$ cat src/rtl/matrix_loader_pkg.sv
// matrix_loader_pkg
// Shared constants for the operand loader: default matrix geometry and
// element width (also consumed by vga_rtl_top), loader state encoding,
// and a small sizing helper.
package matrix_loader_pkg;

  localparam int DEFAULT_MATRIX_N = 3;
  localparam int DEFAULT_MATRIX_M = 3;
  localparam int DEFAULT_WIDTH    = 16;

  // Loader state enumeration, binary encoded.
  localparam int         STATE_W         = 2;
  localparam logic [1:0] ST_LOAD_A       = 2'd0;
  localparam logic [1:0] ST_LOAD_B       = 2'd1;
  localparam logic [1:0] ST_PRESENT      = 2'd2;
  localparam logic [1:0] ST_WAIT_RELEASE = 2'd3;

  // Width of a counter that must hold 0..k-1; never narrower than one bit.
  function automatic int cnt_width(input int k);
    return (k > 1) ? $clog2(k) : 1;
  endfunction

endpackage

$ cat src/rtl/matrix_loader_if.sv
// matrix_loader_if
// Bundles the host word stream, the abort strobe and the operand hand-off
// to the compute/display core.
//   master : host/core side  (drives in_data, in_valid, clear, compute_done)
//   slave  : loader side     (drives in_ready, matrix_a, matrix_b,
//                             read_ready, busy)
interface matrix_loader_if
  import matrix_loader_pkg::*;
#(
  parameter int MATRIX_N = DEFAULT_MATRIX_N,
  parameter int MATRIX_M = DEFAULT_MATRIX_M,
  parameter int WIDTH    = DEFAULT_WIDTH
);

  localparam int MAT_W = MATRIX_N * MATRIX_M * WIDTH;

  logic [WIDTH-1:0] in_data;
  logic             in_valid;
  logic             in_ready;
  logic             clear;
  logic [MAT_W-1:0] matrix_a;
  logic [MAT_W-1:0] matrix_b;
  logic             read_ready;
  logic             compute_done;
  logic             busy;

  modport master (
    output in_data, in_valid, clear, compute_done,
    input  in_ready, matrix_a, matrix_b, read_ready, busy
  );

  modport slave (
    input  in_data, in_valid, clear, compute_done,
    output in_ready, matrix_a, matrix_b, read_ready, busy
  );

endinterface

$ cat src/rtl/matrix_loader.sv
// matrix_loader
// Collects 2*K words (K = MATRIX_N*MATRIX_M) from a valid/ready stream into
// two packed row-major operand matrices, presents them to the core until it
// signals completion, then waits for that signal to drop before reloading.
// Ports:
//   clk   - sole clock, rising edge
//   reset - asynchronous active-high reset
//   bus   - matrix_loader_if.slave (stream in, operands out, handshakes)
module matrix_loader
  import matrix_loader_pkg::*;
#(
  parameter int MATRIX_N = DEFAULT_MATRIX_N,
  parameter int MATRIX_M = DEFAULT_MATRIX_M,
  parameter int WIDTH    = DEFAULT_WIDTH
) (
  input logic             clk,
  input logic             reset,
  matrix_loader_if.slave  bus
);

  localparam int K      = MATRIX_N * MATRIX_M;
  localparam int MAT_W  = K * WIDTH;
  localparam int CNT_W  = cnt_width(K);
  localparam int IDX_W  = cnt_width(MAT_W);

  logic [STATE_W-1:0] state_q, state_d;
  logic [CNT_W-1:0]   cnt_q, cnt_d;
  logic [MAT_W-1:0]   mat_a_q, mat_a_d;
  logic [MAT_W-1:0]   mat_b_q, mat_b_d;

  logic               loading;
  logic               accept;
  logic               last_word;
  logic [IDX_W-1:0]   wr_lsb;

  assign loading   = (state_q == ST_LOAD_A) || (state_q == ST_LOAD_B);
  // in_ready is gated by reset directly so it is low for the whole reset
  // window, not just after the first edge.
  assign bus.in_ready = loading && !reset;
  assign accept    = bus.in_valid && bus.in_ready;
  assign last_word = (cnt_q == CNT_W'(K - 1));
  // Bit offset of the element addressed by the counter (row-major, LSB first).
  assign wr_lsb    = IDX_W'(cnt_q) * IDX_W'(WIDTH);

  always_comb begin
    state_d = state_q;
    cnt_d   = cnt_q;
    mat_a_d = mat_a_q;
    mat_b_d = mat_b_q;
    if (bus.clear) begin
      // Abort wins over any coincident accept: the word is dropped.
      state_d = ST_LOAD_A;
      cnt_d   = '0;
    end else begin
      case (state_q)
        ST_LOAD_A: begin
          if (accept) begin
            mat_a_d[wr_lsb +: WIDTH] = bus.in_data;
            if (last_word) begin
              cnt_d   = '0;
              state_d = ST_LOAD_B;
            end else begin
              cnt_d = cnt_q + CNT_W'(1);
            end
          end
        end
        ST_LOAD_B: begin
          if (accept) begin
            mat_b_d[wr_lsb +: WIDTH] = bus.in_data;
            if (last_word) begin
              cnt_d   = '0;
              state_d = ST_PRESENT;
            end else begin
              cnt_d = cnt_q + CNT_W'(1);
            end
          end
        end
        ST_PRESENT: begin
          if (bus.compute_done) state_d = ST_WAIT_RELEASE;
        end
        ST_WAIT_RELEASE: begin
          // Wait for the level to fall so one long completion is one release.
          if (!bus.compute_done) state_d = ST_LOAD_A;
        end
        default: state_d = ST_LOAD_A;
      endcase
    end
  end

  always_ff @(posedge clk or posedge reset) begin
    if (reset) begin
      state_q <= ST_LOAD_A;
      cnt_q   <= '0;
      mat_a_q <= '0;
      mat_b_q <= '0;
    end else begin
      state_q <= state_d;
      cnt_q   <= cnt_d;
      mat_a_q <= mat_a_d;
      mat_b_q <= mat_b_d;
    end
  end

  assign bus.matrix_a   = mat_a_q;
  assign bus.matrix_b   = mat_b_q;
  assign bus.read_ready = (state_q == ST_PRESENT);
  assign bus.busy       = !((state_q == ST_LOAD_A) && (cnt_q == '0));

endmodule

$ cat src/flat_wrapper.sv
// flat-port wrapper written by rule: the top's interface ports become plain ports
module matrix_loader_flat import matrix_loader_pkg::*;
#(
  parameter int MATRIX_N = DEFAULT_MATRIX_N,
  parameter int MATRIX_M = DEFAULT_MATRIX_M,
  parameter int WIDTH    = DEFAULT_WIDTH
)
  (clk, reset, bus_in_data, bus_in_valid, bus_clear, bus_compute_done, bus_in_ready, bus_matrix_a, bus_matrix_b, bus_read_ready, bus_busy);
  matrix_loader_if #(.MATRIX_N(MATRIX_N), .MATRIX_M(MATRIX_M), .WIDTH(WIDTH)) bus_i ();
  input logic clk;
  input logic reset;
  input wire logic [$bits(bus_i.in_data)-1:0] bus_in_data;
  input wire logic [$bits(bus_i.in_valid)-1:0] bus_in_valid;
  input wire logic [$bits(bus_i.clear)-1:0] bus_clear;
  input wire logic [$bits(bus_i.compute_done)-1:0] bus_compute_done;
  output wire logic [$bits(bus_i.in_ready)-1:0] bus_in_ready;
  output wire logic [$bits(bus_i.matrix_a)-1:0] bus_matrix_a;
  output wire logic [$bits(bus_i.matrix_b)-1:0] bus_matrix_b;
  output wire logic [$bits(bus_i.read_ready)-1:0] bus_read_ready;
  output wire logic [$bits(bus_i.busy)-1:0] bus_busy;
  assign bus_i.in_data = bus_in_data;
  assign bus_i.in_valid = bus_in_valid;
  assign bus_i.clear = bus_clear;
  assign bus_i.compute_done = bus_compute_done;
  assign bus_in_ready = bus_i.in_ready;
  assign bus_matrix_a = bus_i.matrix_a;
  assign bus_matrix_b = bus_i.matrix_b;
  assign bus_read_ready = bus_i.read_ready;
  assign bus_busy = bus_i.busy;
  matrix_loader #(.MATRIX_N(MATRIX_N), .MATRIX_M(MATRIX_M), .WIDTH(WIDTH)) u_core (.clk(clk), .reset(reset), .bus(bus_i));
endmodule
$ cat config.mk
export PLATFORM = sky130hd
export DESIGN_NAME = matrix_loader_flat
export DESIGN_NICKNAME = d
export VERILOG_FILES = /design/src/rtl/matrix_loader_pkg.sv /design/src/rtl/matrix_loader_if.sv /design/src/rtl/matrix_loader.sv /design/src/flat_wrapper.sv
export SDC_FILE = /design/constraint.sdc
export NUM_CORES = 1
export LEC_CHECK = 0
export ABC_AREA = 1
export CORE_ASPECT_RATIO = 0.9
export CORE_MARGIN = 5
export CORE_UTILIZATION = 49
export DETAILED_ROUTE_END_ITERATION = 10
export GPL_ROUTABILITY_DRIVEN = 0
export PLACE_DENSITY = 0.77
export SKIP_LAST_GASP = 1
export SLEW_MARGIN = 20
export SYNTH_ARGS = -nofsm -noshare
export SYNTH_HDL_FRONTEND = slang
export SYNTH_SLANG_ARGS = --single-unit
$ cat constraint.sdc
create_clock -name clk -period 11.19 [get_ports clk]
set_input_delay 1.6785 -clock clk [delete_from_list [all_inputs] [get_ports clk]]
set_output_delay 1.6785 -clock clk [all_outputs]
set_load 0.02 [all_outputs]
Yosys cells after proc, flatten, opt, wreduce, memory -nomap -nowiden

Index checks and enable logic that the tools add are counted.

Bits in registers: 294
Input port bits: 21
Output and inout bits: 291
Word-level logic and storage cells: 48

$add $sub $neg: 2
Equality and inequality tests: 10
Shifts and indexed selects: 2
Muxes and demuxes: 14
Bitwise operators: 1
Reductions and logical operators: 15

Operator list:

| operator                  | number |
|---|---|
| $bwmux 144                | 2 |
| $shift 16x10->144 const A | 1 |
| $shiftx 16x10->144        | 1 |
| $mux 4                    | 4 |
| $mux 2                    | 7 |
| $ne 3x2->1 const B        | 4 |
| $neg 8->10                | 1 |
| $pmux 2 s4                | 1 |
| $ne 3x3->1 const B        | 2 |
| $reduce_and 3->1          | 2 |
| $reduce_and 6->1          | 1 |
| $add 4x1->4 const B       | 1 |
| $eq 2x2->1 const B        | 2 |
| $eq 4x4->1 const B        | 1 |
| $logic_not 4->1           | 1 |
| $reduce_bool 2->1         | 2 |
| $logic_and 1x1->1         | 3 |
| $eq 2x1->1 const B        | 1 |
| $logic_not 1->1           | 2 |
| $logic_not 2->1           | 1 |
| $reduce_and 2->1          | 1 |
| $reduce_or 2->1           | 1 |
| $logic_or 1x1->1          | 1 |
| $not 1->1                 | 1 |

Logic depth before layout (Yosys ltp)

Gate-level depths: netlist of the first run.

Depth in word-level cells: 7
Depth in mapped cells: 13
Depth with buffers taken out: 11

Least setup slack after synthesis of the first run

Ideal clock, no wire load.

Kind: input port to flip-flop
Start: in reset
End: reg u_core.mat_a_q[37], in the netlist u_core.bus.matrix_a[37]
Library setup time: 0.067 ns
Data arrival time: 9.912 ns
Required time: 11.123 ns
Path slack: 1.211 ns
Cell stages on the path: 7
Path buffers: 2
Path through: inv_1 > nand3_1 > nor2_4 > buf_2 > buf_1 > nand4_1 > nand2_1

Word-level cells in the longest chain between the ends: 4

Ends and longest elaborated chain:

| item                       | RTL line            | text |
|---|---|---|
| start, declared            | flat_wrapper.sv:11  | `input logic reset;` |
| $logic_not 1->1            | matrix_loader.sv:39 | `assign bus.in_ready = loading && !reset;` |
| $logic_and 1x1->1          | matrix_loader.sv:39 |  |
| $logic_and 1x1->1          | matrix_loader.sv:40 | `assign accept = bus.in_valid && bus.in_ready;` |
| $reduce_and 3->1 (no line) | --                  |  |
| end signal, assigned       | matrix_loader.sv:99 | `mat_a_q <= mat_a_d;` |
| end, declared              | matrix_loader.sv:28 | `logic [MAT_W-1:0] mat_a_q, mat_a_d;` |

Every way passes these cells.
A chain may end at the register's enable or synchronous reset.

Worst setup path in the final report of the first run

Start: in reset
End: reg u_core.mat_a_q[44], in the netlist u_core.bus.matrix_a[44]

The elaborated chain is that of the path after synthesis.

==> results of run 1 <==
-- registers in the layout, indices dropped and copies added (netlist names) --
signal	flops
u_core.cnt_q	4
u_core.bus.matrix_a	144
u_core.state_q	2
u_core.bus.matrix_b	144
-- worst max-delay path, stage by stage --
cell,delay [ns]
clkdlybuf4s50_1,0.52
clkinv_8,0.55
buf_12,0.66
nand3_1,0.28
nor2_4,0.46
buf_4,0.85
nand3_1,0.66
nand2_1,0.24
nand2_1,0.07
-- worst min path at each step --
stage,start,cells after the start,end
floorplan,u_core.state_q[1],2,u_core.state_q[1]
global placement,u_core.bus.matrix_a[111],2,u_core.bus.matrix_a[111]
detailed placement,u_core.bus.matrix_b[115],2,u_core.bus.matrix_b[115]
CTS,u_core.bus.matrix_b[115],2,u_core.bus.matrix_b[115]
global route,u_core.bus.matrix_b[37],2,u_core.bus.matrix_b[37]
finish,u_core.bus.matrix_a[110],2,u_core.bus.matrix_a[110]
-- layer usage --
layer  vias to the layer above  GRT usage (%)  share of wire (%)
li1                       5097              -                  -
met1                      5504           39.9                 40
met2                       608           42.8                 46
met3                       104           6.26                9.8
met4                         0           10.2                3.8
met5                         -              0                  0
-- cells by family (layout without fill, tap and decap cells) --
family,after synthesis,in the layout
adders and majority gates,7,7
AOI/OAI and AO/OA,77,77
and+or+nand+nor,844,844
xor gates and xnor gates,1,1
other,0,1
DFF,294,294
buffers and inverters,157,411
-- power by group --
part,switching [W],internal [W],leakage (nW)
combinational,0.000402,0.000181,3.51
sequential,0.0000541,0.00113,4.08
clock,0.000408,0.000559,0.451
-- metrics by stage --
stage	total power (W)	util, %	worst slack [ns]	cells	hold WS (ns)
final	0.00273	65.9	5.46	1977	0.472
after global routing	0.00284	65.9	4.93	1976	0.490
after floorplan	0.00154	-	1.21	1380	0.490
after global placement	0.00176	62.1	4.86	1926	0.455
after CTS	0.00274	65.8	5.27	1976	0.474
after detailed placement	0.00177	62.1	4.73	1926	0.458
-- cell type report --
cell class | count | area, um2 | share of cell area, %
flip-flops and latches | 294 | 7360 | 44.7
clock inverters | 10 | 110 | 0.669
well taps | 342 | 428 | 2.60
diodes | 1 | 2.50 | 0.0152
clock buffers | 40 | 827 | 5.03
repair buffers | 322 | 3210 | 19.5
multi-input cells | 929 | 4360 | 26.5
inverters | 39 | 161 | 0.981
-- placed cells by master, fill, tap and decap left out, types with 2 or more instances in the layout --
master	n
a21oi_1	3
buf_4	10
bufinv_16	2
clkbuf_1	5
clkbuf_16	29
clkbuf_8	6
clkdlybuf4s50_1	311
clkinv_1	3
clkinv_2	4
clkinvlp_4	4
dfrtp_1	294
ha_1	7
inv_1	30
inv_2	4
nand2_1	533
nand2_2	5
nand3_1	52
nand3_2	8
nand4_1	207
nor2_1	21
nor2_2	2
nor3_1	8
o21ai_0	72
or2_2	5
==> summary.md, run 1 <==
| Metric | Value |
|---|---|
| Postcts setup bufs | `0` |
| Core footprint | `25000 um2` |
| Register bit total from synthesis | `around 300` |
| Most frequent cell after synthesis | `nand2_1` |
| Antenna Violating Nets Remaining | `0` |
| Initial DRC count | `around 1400` |
| PwrDens | `166 nW/um2` |
| Avg Cell Area, Syn | `~9.0 um2` |
| Post-Route WL | `slightly above 40 mm` |
| Row cnt | `55` |
| Resize count post-CTS | `0` |
| Critical path class | `in -> reg` |
| Peak Freq | `roughly 170 MHz` |
| Data arrival, critical path | `6.15 ns` |
| Post-synth top flop | `dfrtp_1` |
| Main combinational cell family by area after synthesis | `simple AND/OR/NAND/NOR gates` |
| Share of layout cells above drive strength 1 | `under 10%` |
| Worst flop-to-flop path startpoint | `u_core.cnt_q[0]` |
| Post-synthesis net count | `1408` |
| Final-stage net count | `1643` |
| GR Overflow Total | `0` |
| Number of global-route vias before repair | `between 10000 and 15000` |
| CTS clk-pin slew, worst paths | `roughly 0.06 ns` |
| Worst-path fanout max | `~150` |
| Max-slew violations | `0` |
| Hold Buf Count CTS | `0` |
| Fin crit share | `about half` |
| Setup_tns | `0 ns` |
| Detailed placer's ending HPWL | `between 20 and 30 mm` |
| Maximum VDD drop | `~130 uV` |
| R2r endpoint | `u_core.bus.matrix_a[140]` |
| Minimum clock period | `around 5.7 ns` |
| Req. time, crit path | `11.61 ns` |
| Critical Path Start | `reset` |
| Worst R2R Path Depth | `8` |
| Via count | `roughly 11000` |
| Status | `complete, no violations` |
| Fin area | `about 16000 um2` |
| Max cap viols | `0` |
| FILL cells | `~2000` |
| Num CTS Buffers | `29` |
| P_leak | `8.04 nW` |
| Synth Area in Simple Gates | `between 30% and 40%` |
| Top-area cell type share of the netlist area | `between 50% and 60%` |
| Synth Warn # | `0` |
| Clock Latency Late Sink | `about 0.54 ns` |
| Tot GR Track Use | `28.1%` |
| Synth cell types | `26` |
| Ys async rst share | `100%` |
| Pin count of the biggest net entering global routing | `around 150` |
| CTS Root Cell | `clkbuf_16` |
| Top cells by area, synth | `dfrtp_1 59%, nand2_1 16%, nand4_1 10%, o21ai_0 2.9%, nand3_1 2.1%` |
| Post-synthesis mux area share | `0%` |
| Post-synth EDFFs | `0` |
| CTS H-tree depth | `1` |
| Compound-Gate Fraction of Synth Area | `around 3.1%` |
| Drt drc | `0` |
| Area delta synth->final | `33.0%` |
| Initial Util | `~50%` |
| Final clock skew | `~0.017 ns` |
| Least-Margin Pin Slew | `between 1 and 1.5 ns` |
| Synth area leader | `dfrtp_1` |
| Mapped Cells | `1380` |
| Synth cell count leaders | `533 x nand2_1, 294 x dfrtp_1, 207 x nand4_1` |
| Detailed Routing Iterations Pass 1 | `8` |
| Final hold vios | `0` |
| Die area | `between 20000 and 30000 um2` |
| Post-Syn Area | `roughly 12000 um2` |
| Final setup fails | `0` |
| CP endpoint | `u_core.bus.matrix_a[44]` |
| Die span in y | `roughly 160 um` |
| Via density | `approximately 5.7` |
| WL/cell | `~21 um` |
| CTS tree | `yes` |
| Post-Synth Adder-Cell Area | `0.708%` |
| Initial antenna violation count | `0` |
| Die Span X | `177 um` |
| Clk sinks | `approximately 300` |
| RSZ-0062 raised after global routing | `no` |
| # IOs | `roughly 310` |
| Critical Path Sink Type | `flop` |
| Area after DPL | `between 15000 and 20000 um2` |
| Port Buffer Count | `between 300 and 400` |
| Worst R2R Setup Slack | `6.20 ns` |
| Sequential area share after synthesis | `around three fifths` |
| Worst hold path class | `reg -> reg` |
| CP Launch Type | `primary input` |
| XOR/XNOR Fraction of Synth Area | `0.0708%` |
| Max Root-Sink Buffers | `3` |
| Max transition margin | `23.8%` |
| First-pass GRT wire length | `63.6 mm` |
No activity file was read; power rests on OpenSTA's default activity.
==> inputs of run 2 (changes only) <==
--- a/config.mk
+++ b/config.mk
@@ -8,10 +8,10 @@
 export ABC_AREA = 1
 export CORE_ASPECT_RATIO = 0.9
 export CORE_MARGIN = 5
-export CORE_UTILIZATION = 49
+export CORE_UTILIZATION = 45
 export DETAILED_ROUTE_END_ITERATION = 10
 export GPL_ROUTABILITY_DRIVEN = 0
-export PLACE_DENSITY = 0.77
+export PLACE_DENSITY = 0.74
 export SKIP_LAST_GASP = 1
 export SLEW_MARGIN = 20
 export SYNTH_ARGS = -nofsm -noshare
==> constraint.sdc (replaced) <==
create_clock -name clk -period 5.2 [get_ports clk]
set_input_delay 0.78 -clock clk [delete_from_list [all_inputs] [get_ports clk]]
set_output_delay 0.78 -clock clk [all_outputs]
set_load 0.02 [all_outputs]
==> run 2 against run 1 <==
  * Register-to-register slack worse by 5.0 ns
  * Via count hardly changed
  * Die area is 8.3% higher
  * Clock skew is 0.0051 ns lower
  * Clock power is 130% higher
  * First-iteration DRC count is 17% lower
  * Flip-flop and latch count stayed put
  * Sequential share of layout area is 0.50 points lower
  * Core utilization is 4.3 points lower
  * Routed wire length is 3.9% higher
  * Total power is 120% higher
  * Critical path type is now reg -> reg
  * Largest cell class unchanged
==> summary.md, run 2 (same netlist as run 1, synthesis figures left out) <==
| Metric | Value |
|---|---|
| Hold path start | `u_core.bus.matrix_b[12] (was u_core.bus.matrix_a[110])` |
| Area of the multi-input gates | `4400 um2 (was 4360 um2)` |
| Detailed placer's ending HPWL | `27.7 mm (was 26.3 mm)` |
| Hold Buf Count CTS | `0 (unchanged)` |
| Max Root-Sink Buffers | `3 (unchanged)` |
| Clk sinks | `294 (unchanged)` |
| Worst R2R Path Depth | `9 (was 8)` |
| Postcts setup bufs | `0 (unchanged)` |
| Final-stage net count | `1654 (was 1643)` |
| Tot GR Track Use | `26.8% (was 28.1%)` |
| CTS tree | `yes (unchanged)` |
| Pin count of the biggest net entering global routing | `85 (was 152)` |
| Max-slew violations | `0 (unchanged)` |
| Worst R2R Setup Slack | `1.21 ns (was 6.20 ns)` |
| CTS H-tree depth | `1 (unchanged)` |
| Die area | `30900 um2 (was 28500 um2)` |
| Peak Freq | `between 200 and 300 MHz` |
| Worst hold path class | `reg -> reg (unchanged)` |
| Fin area | `16600 um2 (was 16500 um2)` |
| R2r endpoint | `u_core.bus.matrix_b[65] (was u_core.bus.matrix_a[140])` |
| Setup_tns | `0 ns (unchanged)` |
| Final clock skew | `0.0119 ns (was 0.0170 ns)` |
| Least-Margin Pin Slew | `1.17 ns (was 1.14 ns)` |
| Maximum VDD drop | `258 uV (was 126 uV)` |
| Critical path class | `reg -> reg (was in -> reg)` |
| Initial Util | `45.8% (was 49.5%)` |
| Data arrival, critical path | `4.48 ns (was 6.15 ns)` |
| CTS Root Cell | `clkbuf_16 (unchanged)` |
| FILL cells | `2273 (was 1978)` |
| Share of layout cells above drive strength 1 | `6.24% (was 5.20%)` |
| Die Span X | `185 um (was 177 um)` |
| Port Buffer Count | `311 (unchanged)` |
| Drt drc | `0 (unchanged)` |
| First-pass GRT wire length | `65.3 mm (was 63.6 mm)` |
| Post-Route WL | `42.8 mm (was 41.2 mm)` |
| RSZ-0062 raised after global routing | `no (unchanged)` |
| Resize count post-CTS | `0 (unchanged)` |
| P_leak | `8.16 nW (was 8.04 nW)` |
| Initial antenna violation count | `0 (unchanged)` |
| # IOs | `312 (unchanged)` |
| Status | `complete, no violations (unchanged)` |
| Req. time, crit path | `5.69 ns (was 11.61 ns)` |
| Max transition margin | `21.8% (was 23.8%)` |
| CP Launch Type | `flop (was primary input)` |
| Die span in y | `167 um (was 161 um)` |
| Worst flop-to-flop path startpoint | `u_core.cnt_q[0] (unchanged)` |
| Hold endpoint | `u_core.bus.matrix_b[12] (was u_core.bus.matrix_a[110])` |
| Max cap viols | `0 (unchanged)` |
| Final hold vios | `0 (unchanged)` |
| Via density | `5.64 (was 5.72)` |
| Critical Path Sink Type | `flop (unchanged)` |
| Cell count after placement | `1946 (was 1926)` |
| Minimum clock period | `roughly 4 ns` |
| WL/cell | `21.3 um (was 20.8 um)` |
| Detailed Routing Iterations Pass 1 | `8 (unchanged)` |
| Via count | `11300 (about the same)` |
| CTS clk-pin slew, worst paths | `0.06 ns (about the same)` |
| Register area | `7360 um2 (unchanged)` |
| Area delta synth->final | `34.5% (was 33.0%)` |
| Antenna Violating Nets Remaining | `0 (unchanged)` |
| Core footprint | `27000 um2 (was 25000 um2)` |
| Clock Latency Late Sink | `0.56 ns (was 0.54 ns)` |
| Antenna Cells | `0 (was 1)` |
| Row cnt | `57 (was 55)` |
| Final setup fails | `0 (unchanged)` |
| Number of global-route vias before repair | `10700 (about the same)` |
| GR Overflow Total | `0 (unchanged)` |
| Num CTS Buffers | `31 (was 29)` |
| Worst-path fanout max | `34 (was 151)` |
| Area after DPL | `15600 um2 (was 15500 um2)` |
| Initial DRC count | `1163 (was 1403)` |
| Non-Filler Instances | `2004 (was 1977)` |
| Most frequent cells in the layout | `531 x nand2_1, 310 x clkdlybuf4s50_1, 294 x dfrtp_1 (was 533 x nand2_1, 311 x clkdlybuf4s50_1, 294 x dfrtp_1)` |
| PwrDens | `362 nW/um2 (was 166 nW/um2)` |
| Fin crit share | `76.7%` |
| Most common cell after layout, fill and taps aside | `nand2_1 (unchanged)` |
| Worst Hold Depth | `2 (unchanged)` |
-- run 2: cell count changes in the layout (fill, tap and decap cells not counted), sizes merged --
cell and change:
buf +10, clkinvlp -3, bufinv -1, inv +1, diode -1, clkbuf +9, clkdlybuf4s50 -1, clkinv +1
-- run 2: layout make-up --
type / instances / area share [%]
sequential: 294 / 44.2
multi-input combinational: 929 / 26.4
timing repair buffer: 331 / 19.7
clock buffer: 49 / 5.61
tap: 354 / 2.66
inverter: 39 / 0.925
clock inverter: 8 / 0.459
-- run 2: routing by layer --
| layer | vias up | share of wire (%) | track usage [%] |
|---|---|---|---|
| met5 | - | 0 | 0 |
| met4 | 0 | 3.7 | 9.06 |
| met3 | 87 | 11 | 7.35 |
| met2 | 603 | 44 | 39.9 |
| met1 | 5486 | 41 | 38.1 |
| li1 | 5129 | - | - |
-- run 2: worst max-delay path: stages, from the launching register on --
cell and delay, ns:
dfrtp_1 0.96, inv_2 0.27, ha_1 0.78, clkinv_1 0.57
nand3_1 0.32, nor2_2 0.06, buf_4 0.25, nand3_1 0.49
nand2_1 0.12, nand2_1 0.09
-- run 2: worst max-delay path by stage --
stage	start	endpoint	slack (ns)	depth (start not counted)
after detailed placement	u_core.cnt_q[0]	u_core.bus.matrix_b[87]	1.30	10
after floorplan	reset	u_core.bus.matrix_a[114]	-1.34	7
after global routing	u_core.cnt_q[0]	u_core.bus.matrix_b[67]	0.93	9
final	u_core.cnt_q[0]	u_core.bus.matrix_b[65]	1.21	9
after CTS	u_core.cnt_q[0]	u_core.bus.matrix_b[95]	1.28	10
after global placement	reset	u_core.bus.matrix_a[42]	1.41	8
-- run 2: metrics by stage --
stage | setup slack, ns | util, % | hold slack, ns | power [W]
2_1_floorplan | -1.34 | - | 0.490 | 0.00335
3_3_place_gp | 1.41 | 57.7 | 0.455 | 0.00382
3_5_place_dp | 1.30 | 57.7 | 0.458 | 0.00385
4_1_cts | 1.28 | 61.5 | 0.472 | 0.00603
5_1_grt | 0.935 | 61.6 | 0.499 | 0.00625
6_report | 1.21 | 61.6 | 0.469 | 0.00602
-- run 2: where the power goes --
group          leakage [nW]  switching [W]  internal [W]
clock network         0.500       0.000915       0.00128
registers              4.08       0.000121       0.00243
logic                  3.58       0.000875      0.000407
total                  8.16        0.00191       0.00411
